--- config.mk ---
export PLATFORM = sky130hd
export DESIGN_NAME = mem_access_arbiter_flat
export DESIGN_NICKNAME = d
export VERILOG_FILES = /design/src/rtl/mem_access_arbiter_pkg.sv /design/src/rtl/mem_access_arbiter_if.sv /design/src/rtl/mem_access_arbiter_rr_pick.sv /design/src/rtl/mem_access_arbiter.sv /design/src/flat_wrapper.sv
export SDC_FILE = /design/constraint.sdc
export NUM_CORES = 1
export LEC_CHECK = 0
export CORE_ASPECT_RATIO = 1.2
export CORE_UTILIZATION = 40
export DETAILED_ROUTE_END_ITERATION = 16
export GPL_TIMING_DRIVEN = 1
export MAX_ROUTING_LAYER = met4
export PLACE_DENSITY = 0.74
export SLEW_MARGIN = 0
export SYNTH_ARGS = -nofsm -noshare
export SYNTH_HDL_FRONTEND = slang
export SYNTH_HIERARCHICAL = 1
export SYNTH_SLANG_ARGS = --single-unit
--- constraint.sdc ---
create_clock -name clk -period 2.8 [get_ports clk]
set_input_delay 0.84 -clock clk [delete_from_list [all_inputs] [get_ports clk]]
set_output_delay 0.84 -clock clk [all_outputs]
set_load 0.05 [all_outputs]
--- src/rtl/mem_access_arbiter_pkg.sv ---
// Shared types for the test-memory arbiter: FSM states, client ids and access sizes.
package mem_access_arbiter_pkg;

    typedef enum logic [1:0] {
        MEM_ARB_IDLE,
        MEM_ARB_ISSUE,
        MEM_ARB_RESP
    } mem_arb_state_t;

    typedef enum logic {
        MEM_ARB_FETCH,
        MEM_ARB_DATA
    } mem_arb_client_t;

    typedef enum logic {
        cpu_data_acc_sz_8  = 1'b0,
        cpu_data_acc_sz_16 = 1'b1
    } cpu_data_acc_sz_t;

endpackage

--- src/rtl/mem_access_arbiter_if.sv ---
// Bundle of the two CPU client ports and the single test-memory port.
// master = clients plus memory (the environment); slave = the arbiter itself.
interface mem_access_arbiter_if #(
    parameter int ADDR_W = 16,
    parameter int DATA_W = 16
);
    logic              if_req;
    logic [ADDR_W-1:0] if_addr;
    logic              if_ack;
    logic [DATA_W-1:0] if_rdata;

    logic              d_req;
    logic              d_we;
    logic              d_sz;
    logic [ADDR_W-1:0] d_addr;
    logic [DATA_W-1:0] d_wdata;
    logic              d_ack;
    logic [DATA_W-1:0] d_rdata;

    logic [ADDR_W-1:0] mem_addr;
    logic [DATA_W-1:0] mem_wdata;
    logic              mem_sz;
    logic              mem_we;
    logic [DATA_W-1:0] mem_rdata;

    modport master (
        output if_req, if_addr, d_req, d_we, d_sz, d_addr, d_wdata, mem_rdata,
        input  if_ack, if_rdata, d_ack, d_rdata, mem_addr, mem_wdata, mem_sz, mem_we
    );

    modport slave (
        input  if_req, if_addr, d_req, d_we, d_sz, d_addr, d_wdata, mem_rdata,
        output if_ack, if_rdata, d_ack, d_rdata, mem_addr, mem_wdata, mem_sz, mem_we
    );
endinterface

--- src/rtl/mem_access_arbiter_rr_pick.sv ---
// Two-way round-robin picker; bit 0 is the fetch client, bit 1 the data client.
module mem_arb_rr_pick
    import mem_access_arbiter_pkg::*;
(
    input  logic [1:0]      req,
    input  logic [1:0]      mask,
    input  mem_arb_client_t last_grant,
    output logic            grant_valid,
    output mem_arb_client_t grant
);
    logic [1:0] elig;

    always_comb begin
        elig        = req & ~mask;
        grant_valid = |elig;
        grant       = MEM_ARB_FETCH;
        if (elig == 2'b11) begin
            grant = (last_grant == MEM_ARB_FETCH) ? MEM_ARB_DATA : MEM_ARB_FETCH;
        end else if (elig[1]) begin
            grant = MEM_ARB_DATA;
        end
    end
endmodule

--- src/rtl/mem_access_arbiter.sv ---
// Sole master of the test memory: arbitrates fetch and data clients, one access per 2 cycles.
// state | meaning:  IDLE wait for req | ISSUE mem_* presented, memory samples | RESP rdata valid, ack + re-arbitrate
module mem_access_arbiter
    import mem_access_arbiter_pkg::*;
#(
    parameter int ADDR_W = 16,
    parameter int DATA_W = 16
) (
    input  logic                 clk,
    input  logic                 reset,
    mem_access_arbiter_if.slave  bus
);
    mem_arb_state_t  state_q, state_d;
    mem_arb_client_t grant_q, last_grant_q, pick_grant;
    logic            pick_valid, load;
    logic [1:0]      pick_mask;
    logic            if_ack, d_ack;

    logic [ADDR_W-1:0] mem_addr_q;
    logic [DATA_W-1:0] mem_wdata_q, if_rdata_q, d_rdata_q;
    logic              mem_sz_q, we_q, wr_q;

    mem_arb_rr_pick u_pick (
        .req         ({bus.d_req, bus.if_req}),
        .mask        (pick_mask),
        .last_grant  (last_grant_q),
        .grant_valid (pick_valid),
        .grant       (pick_grant)
    );

    always_comb begin
        state_d   = state_q;
        pick_mask = 2'b00;
        load      = 1'b0;
        if_ack    = 1'b0;
        d_ack     = 1'b0;
        case (state_q)
            MEM_ARB_IDLE: begin
                if (pick_valid) begin
                    load    = 1'b1;
                    state_d = MEM_ARB_ISSUE;
                end
            end
            MEM_ARB_ISSUE: state_d = MEM_ARB_RESP;
            MEM_ARB_RESP: begin
                if_ack    = (grant_q == MEM_ARB_FETCH);
                d_ack     = (grant_q == MEM_ARB_DATA);
                // the acked client's req is still the old transaction
                pick_mask = (grant_q == MEM_ARB_FETCH) ? 2'b01 : 2'b10;
                load      = pick_valid;
                state_d   = pick_valid ? MEM_ARB_ISSUE : MEM_ARB_IDLE;
            end
            default: state_d = MEM_ARB_IDLE;
        endcase
        if (reset) begin
            if_ack = 1'b0;
            d_ack  = 1'b0;
        end
    end

    always_ff @(posedge clk) begin
        if (reset) begin
            state_q      <= MEM_ARB_IDLE;
            grant_q      <= MEM_ARB_FETCH;
            last_grant_q <= MEM_ARB_FETCH;
            mem_addr_q   <= '0;
            mem_wdata_q  <= '0;
            mem_sz_q     <= cpu_data_acc_sz_16;
            we_q         <= 1'b0;
            wr_q         <= 1'b0;
            if_rdata_q   <= '0;
            d_rdata_q    <= '0;
        end else begin
            state_q <= state_d;
            if (state_q == MEM_ARB_ISSUE) we_q <= 1'b0;
            if (if_ack) if_rdata_q <= bus.mem_rdata;
            if (d_ack && !wr_q) d_rdata_q <= bus.mem_rdata;
            if (load) begin
                grant_q      <= pick_grant;
                last_grant_q <= pick_grant;
                if (pick_grant == MEM_ARB_DATA) begin
                    mem_addr_q  <= bus.d_addr;
                    mem_wdata_q <= bus.d_wdata;
                    mem_sz_q    <= bus.d_sz;
                    we_q        <= bus.d_we;
                    wr_q        <= bus.d_we;
                end else begin
                    mem_addr_q  <= bus.if_addr;
                    mem_sz_q    <= cpu_data_acc_sz_16;
                    we_q        <= 1'b0;
                    wr_q        <= 1'b0;
                end
            end
        end
    end

    assign bus.mem_addr  = mem_addr_q;
    assign bus.mem_wdata = mem_wdata_q;
    assign bus.mem_sz    = mem_sz_q;
    assign bus.mem_we    = we_q & ~reset;
    assign bus.if_ack    = if_ack;
    assign bus.d_ack     = d_ack;
    assign bus.if_rdata  = if_ack ? bus.mem_rdata : if_rdata_q;
    assign bus.d_rdata   = (d_ack && !wr_q) ? bus.mem_rdata : d_rdata_q;

    // a granted client must hold its request until its ack
    a_if_hold: assert property (@(posedge clk) disable iff (reset)
        (state_q != MEM_ARB_IDLE && grant_q == MEM_ARB_FETCH) |-> bus.if_req);
    a_d_hold: assert property (@(posedge clk) disable iff (reset)
        (state_q != MEM_ARB_IDLE && grant_q == MEM_ARB_DATA) |-> bus.d_req);
endmodule

--- src/flat_wrapper.sv ---
// flat-port wrapper written by rule: the top's interface ports become plain ports
module mem_access_arbiter_flat import mem_access_arbiter_pkg::*;
#(
    parameter int ADDR_W = 16,
    parameter int DATA_W = 16
)
  (clk, reset, bus_if_req, bus_if_addr, bus_d_req, bus_d_we, bus_d_sz, bus_d_addr, bus_d_wdata, bus_mem_rdata, bus_if_ack, bus_if_rdata, bus_d_ack, bus_d_rdata, bus_mem_addr, bus_mem_wdata, bus_mem_sz, bus_mem_we);
  mem_access_arbiter_if #(.ADDR_W(ADDR_W), .DATA_W(DATA_W)) bus_i ();
  input  logic clk;
  input  logic reset;
  input wire logic [$bits(bus_i.if_req)-1:0] bus_if_req;
  input wire logic [$bits(bus_i.if_addr)-1:0] bus_if_addr;
  input wire logic [$bits(bus_i.d_req)-1:0] bus_d_req;
  input wire logic [$bits(bus_i.d_we)-1:0] bus_d_we;
  input wire logic [$bits(bus_i.d_sz)-1:0] bus_d_sz;
  input wire logic [$bits(bus_i.d_addr)-1:0] bus_d_addr;
  input wire logic [$bits(bus_i.d_wdata)-1:0] bus_d_wdata;
  input wire logic [$bits(bus_i.mem_rdata)-1:0] bus_mem_rdata;
  output wire logic [$bits(bus_i.if_ack)-1:0] bus_if_ack;
  output wire logic [$bits(bus_i.if_rdata)-1:0] bus_if_rdata;
  output wire logic [$bits(bus_i.d_ack)-1:0] bus_d_ack;
  output wire logic [$bits(bus_i.d_rdata)-1:0] bus_d_rdata;
  output wire logic [$bits(bus_i.mem_addr)-1:0] bus_mem_addr;
  output wire logic [$bits(bus_i.mem_wdata)-1:0] bus_mem_wdata;
  output wire logic [$bits(bus_i.mem_sz)-1:0] bus_mem_sz;
  output wire logic [$bits(bus_i.mem_we)-1:0] bus_mem_we;
  assign bus_i.if_req = bus_if_req;
  assign bus_i.if_addr = bus_if_addr;
  assign bus_i.d_req = bus_d_req;
  assign bus_i.d_we = bus_d_we;
  assign bus_i.d_sz = bus_d_sz;
  assign bus_i.d_addr = bus_d_addr;
  assign bus_i.d_wdata = bus_d_wdata;
  assign bus_i.mem_rdata = bus_mem_rdata;
  assign bus_if_ack = bus_i.if_ack;
  assign bus_if_rdata = bus_i.if_rdata;
  assign bus_d_ack = bus_i.d_ack;
  assign bus_d_rdata = bus_i.d_rdata;
  assign bus_mem_addr = bus_i.mem_addr;
  assign bus_mem_wdata = bus_i.mem_wdata;
  assign bus_mem_sz = bus_i.mem_sz;
  assign bus_mem_we = bus_i.mem_we;
  mem_access_arbiter #(.ADDR_W(ADDR_W), .DATA_W(DATA_W)) u_core (.clk(clk), .reset(reset), .bus(bus_i));
endmodule
==> qor_table.md, run 1 <==
| Step | Result | Reported |
|:---|:---|:---|
| outcome | Status | finished clean |
| logic synthesis | Net count after synthesis | 421 |
| logic synthesis | Yosys Warn Count | 6 |
| sta | Worst Clk Skew | 6.89 ps |
| place | Post-DP HPWL | 5850 um |
| cts | TritonCTS clock tree | built |
| floorplanning | Number of standard-cell rows in the floorplan | 34 |
| logic synthesis | Main flop type after synthesis | dfxtp_1 |
| floorplanning | Top-Level Pins | 138 |
| final layout | Number of antenna diodes | 0 |
| worst setup path | Worst-path fanout max | 6 |
| power and ir drop | Total power divided by cell area | 525 nW/um^2 |
| final layout | Commonest non-fill, non-tap cells in the layout | clkdlybuf4s50_1 (101), nand2_1 (84), dfxtp_1 (67) |
| cts | Level count of the clock H-tree | 3 |
| route | Final routed wirelength across all metal layers | 8060 um |
| logic synthesis | Flops & latches, synth | 70 |
| power and ir drop | Total leakage power | 2.04 nW |
| floorplanning | Die height | 98.7 um |
| route | Detailed-route wire length per cell | 13.7 um |
| final layout | Utilization after layout | 0.650 |
| worst setup path | Critical path launch point | u_core/last_grant_q |
| worst hold path | Hold Crit Class | reg2reg |
| floorplanning | Initial core utilization | 0.421 |
| grt | Overflow after GRT | 0 |
| logic synthesis | Post-synthesis sequential area ratio | 0.450 |
| worst setup path | Kind of start point of the critical path | register |
| logic synthesis | Cell taking the most area after synthesis | dfxtp_1 |
| sta | Setup Viol. Count Final | 0 |
| run | Number of violations of the max-capacitance limit | 0 |
| cts | CTS Buf Count | 9 |
| place | # port buffers | 137 |
| floorplanning | Die outline area | 8150 sq um |
| cts | Number of hold buffers added after CTS | 0 |
| final layout | Total non-filler cell area in the finished layout | 4810 sq um |
| grt | Maximum number of pins on one net before global-route repair | 33 |
| route | # DRC | 0 |
| logic synthesis | Synth unique cells | 31 |
| cts | Root buf cell | clkbuf_8 |
| worst setup path | Endpoint type of the worst setup path | output port |
| logic synthesis | Async SR Flop Fraction | 0 |
| logic synthesis | Synth Cell Area | 3120 sq um |
| sta | Final critical delay including setup and external delays | 2730 ps |
| cts | Clock latency at the later pin of the worst-skew pair | 330 ps |
| sta | Worst-margin pin slew | 526 ps |
| cts | Maximum clock path buffer count | 2 |
| worst setup path | Reg2Reg Launch Point | u_core/last_grant_q |
| worst setup path | Required time at the endpoint of the critical path | 1960 ps |
| sta | Final period utilization | 0.976 |
| logic synthesis | Synthesized instance count | 351 |
| worst hold path | Worst hold start | u_core/bus.mem_wdata[11] |
| cts | CTS clk-pin slew, worst paths | 70 ps |
| sta | Peak clock frequency supported by timing | 366 MHz |
| final layout | Proportion of layout cells with a drive suffix above 1 | 0.225 |
| grt | Global-route usage over all layers | 0.207 |
| logic synthesis | Synthesized area per cell | 8.88 sq um |
| final layout | Final-stage net count | 562 |
| cts | Number of sinks driven by the clock tree | 70 |
| sta | Count of pins over their slew limit | 0 |
| route | Total number of vias | 2,948 |
| worst setup path | Worst Path Arrival | 1890 ps |
| route | Detailed router's first-iteration violation count | 147 |
| worst setup path | Class of the most critical setup path | reg2out |
| logic synthesis | Share of the synthesized area in the top cell type | 0.450 |
| route | Count of nets left with antenna violations after detail routing | 0 |
| logic synthesis | Largest cells by area after synthesis | dfxtp_1 (45%), nand2_1 (10%), a21oi_1 (5.6%) |
| route | Average via count per standard cell | 5.02 |
| final layout | Most common library cell in the layout ignoring fill and taps | clkdlybuf4s50_1 |
| place | Placed instance area | 4580 sq um |
| sta | Slew margin rel. | 0.648 |
| place | Routability congestion estimate from global placement | 0.782 |
| grt | Antenna violations before repair | 0 |
| final layout | Number of inserted filler cells in the final layout | 652 |
| place | Placed cells | 570 |
| floorplanning | Core region area | 7400 sq um |
| floorplanning | Width of the die | 82.6 um |
| final layout | Layout overhead on the synthesized area | 54.5% |
| logic synthesis | Number of synthesized flops with an enable pin | 0 |
| power and ir drop | Worst-case vdd ir drop | 0.295 mV |
| grt | Wire length of the first global-routing pass | 12,700 um |
| sta | Setup repair after global routing missed its margin | false |
| final layout | Filler-free cell count of the finished design | 587 |
| grt | Number of global-route vias before repair | 2,780 |
| sta | Fin. Hold Viols | 0 |
| route | Number of iterations in the first detailed-routing pass | 4 |
| sta | Total Neg Setup Slack | 0 ps |
[Yosys cell counts, types with 3 or more instances]
master,instances
dfxtp_1,70
nand2_1,84
a211oi_1,16
buf_6,3
nand3_1,17
a21bo_2,16
mux2i_1,16
buf_1,4
mux2_4,9
mux2_2,7
clkbuf_1,11
nor2_1,21
o211ai_1,16
a21oi_1,35
buf_2,6
[kinds of logic after synthesis]
family / after synthesis / share of synthesized area
buffers and inverters: 31 / 0.0534
AO/OA/AOI/OAI: 86 / 0.192
AND/OR/NAND/NOR: 132 / 0.184
multiplexers: 32 / 0.120
flip-flops: 70 / 0.450
[registers in the layout, indices dropped and copies added (netlist names)]
register              cells
u_core/if_rdata_q        16
u_core/state_q            2
u_core/wr_q               1
u_core/d_rdata_q         16
u_core/bus.mem_sz         1
u_core/last_grant_q       1
u_core/we_q               1
u_core/bus.mem_wdata     16
u_core/bus.mem_addr      16
[per-stage QoR]
step | hold slack, ps | worst slack (ps) | total power [mW]
after floorplan | 434 | 62.3 | 1.47
after global placement | 440 | 49.4 | 1.73
after detailed placement | 449 | 41.4 | 1.73
after CTS | 458 | 3.13 | 2.55
after global routing | 470 | 4.47 | 2.65
final | 455 | 66.8 | 2.53
[power breakdown]
group | switching, mW | internal [mW]
sequential | 0.0299 | 1.05
clock | 0.355 | 0.460
combinational | 0.365 | 0.267
total | 0.750 | 1.78
[worst paths after layout]
path / end / slack, ps / depth (start not counted)
worst max-delay path: bus_if_rdata[4] / 70 / 5
worst min-delay path: u_core/bus.mem_wdata[11] / 460 / 2
worst max register to register: u_core/bus.mem_addr[6] / 590 / 8
worst min register to register: u_core/bus.mem_wdata[11] / 460 / 2
[what timing repair did]
action / CTS / global route
resized for setup: 2 / 6
hold endpoints to repair: 0 / 0
setup buffers: 0 / 1
pin swaps: 1 / 1
setup endpoints to repair: 16 / 23
[per-layer routing]
| layer | vias up | wire [um] | track usage |
|---|---|---|---|
| li1 | 1493 | - | - |
| met1 | 1330 | 3590 | 0.255 |
| met2 | 111 | 3750 | 0.322 |
| met3 | 14 | 610 | 0.0611 |
| met4 | 0 | 112 | 0.0676 |
| met5 | - | 0 | - |
[final cells by class]
| cell class | instances | area, sq um | area share |
|---|---|---|---|
| clock inverter | 3 | 42.5 | 0.00884 |
| timing repair buffer | 156 | 1520 | 0.316 |
| multi-input combinational | 250 | 1550 | 0.323 |
| tap | 90 | 113 | 0.0234 |
| inverter | 5 | 20.0 | 0.00416 |
| sequential | 70 | 1410 | 0.292 |
| clock buffer | 13 | 159 | 0.0330 |
[worst max-delay path, cell delays in order (launching register included)]
cell,delay [ps]
dfxtp_2,340
or3b_4,430
nor2_8,120
buf_6,140
mux2_2,340
buf_4,190
No activity file was read; power rests on OpenSTA's default activity.
==> inputs of run 2 (changes only) <==
CTS_CLUSTER_DIAMETER = 200   (was not set)
==> results of run 2 <==
Same layout as run 1: the final DEF is identical, and so are final timing and power.
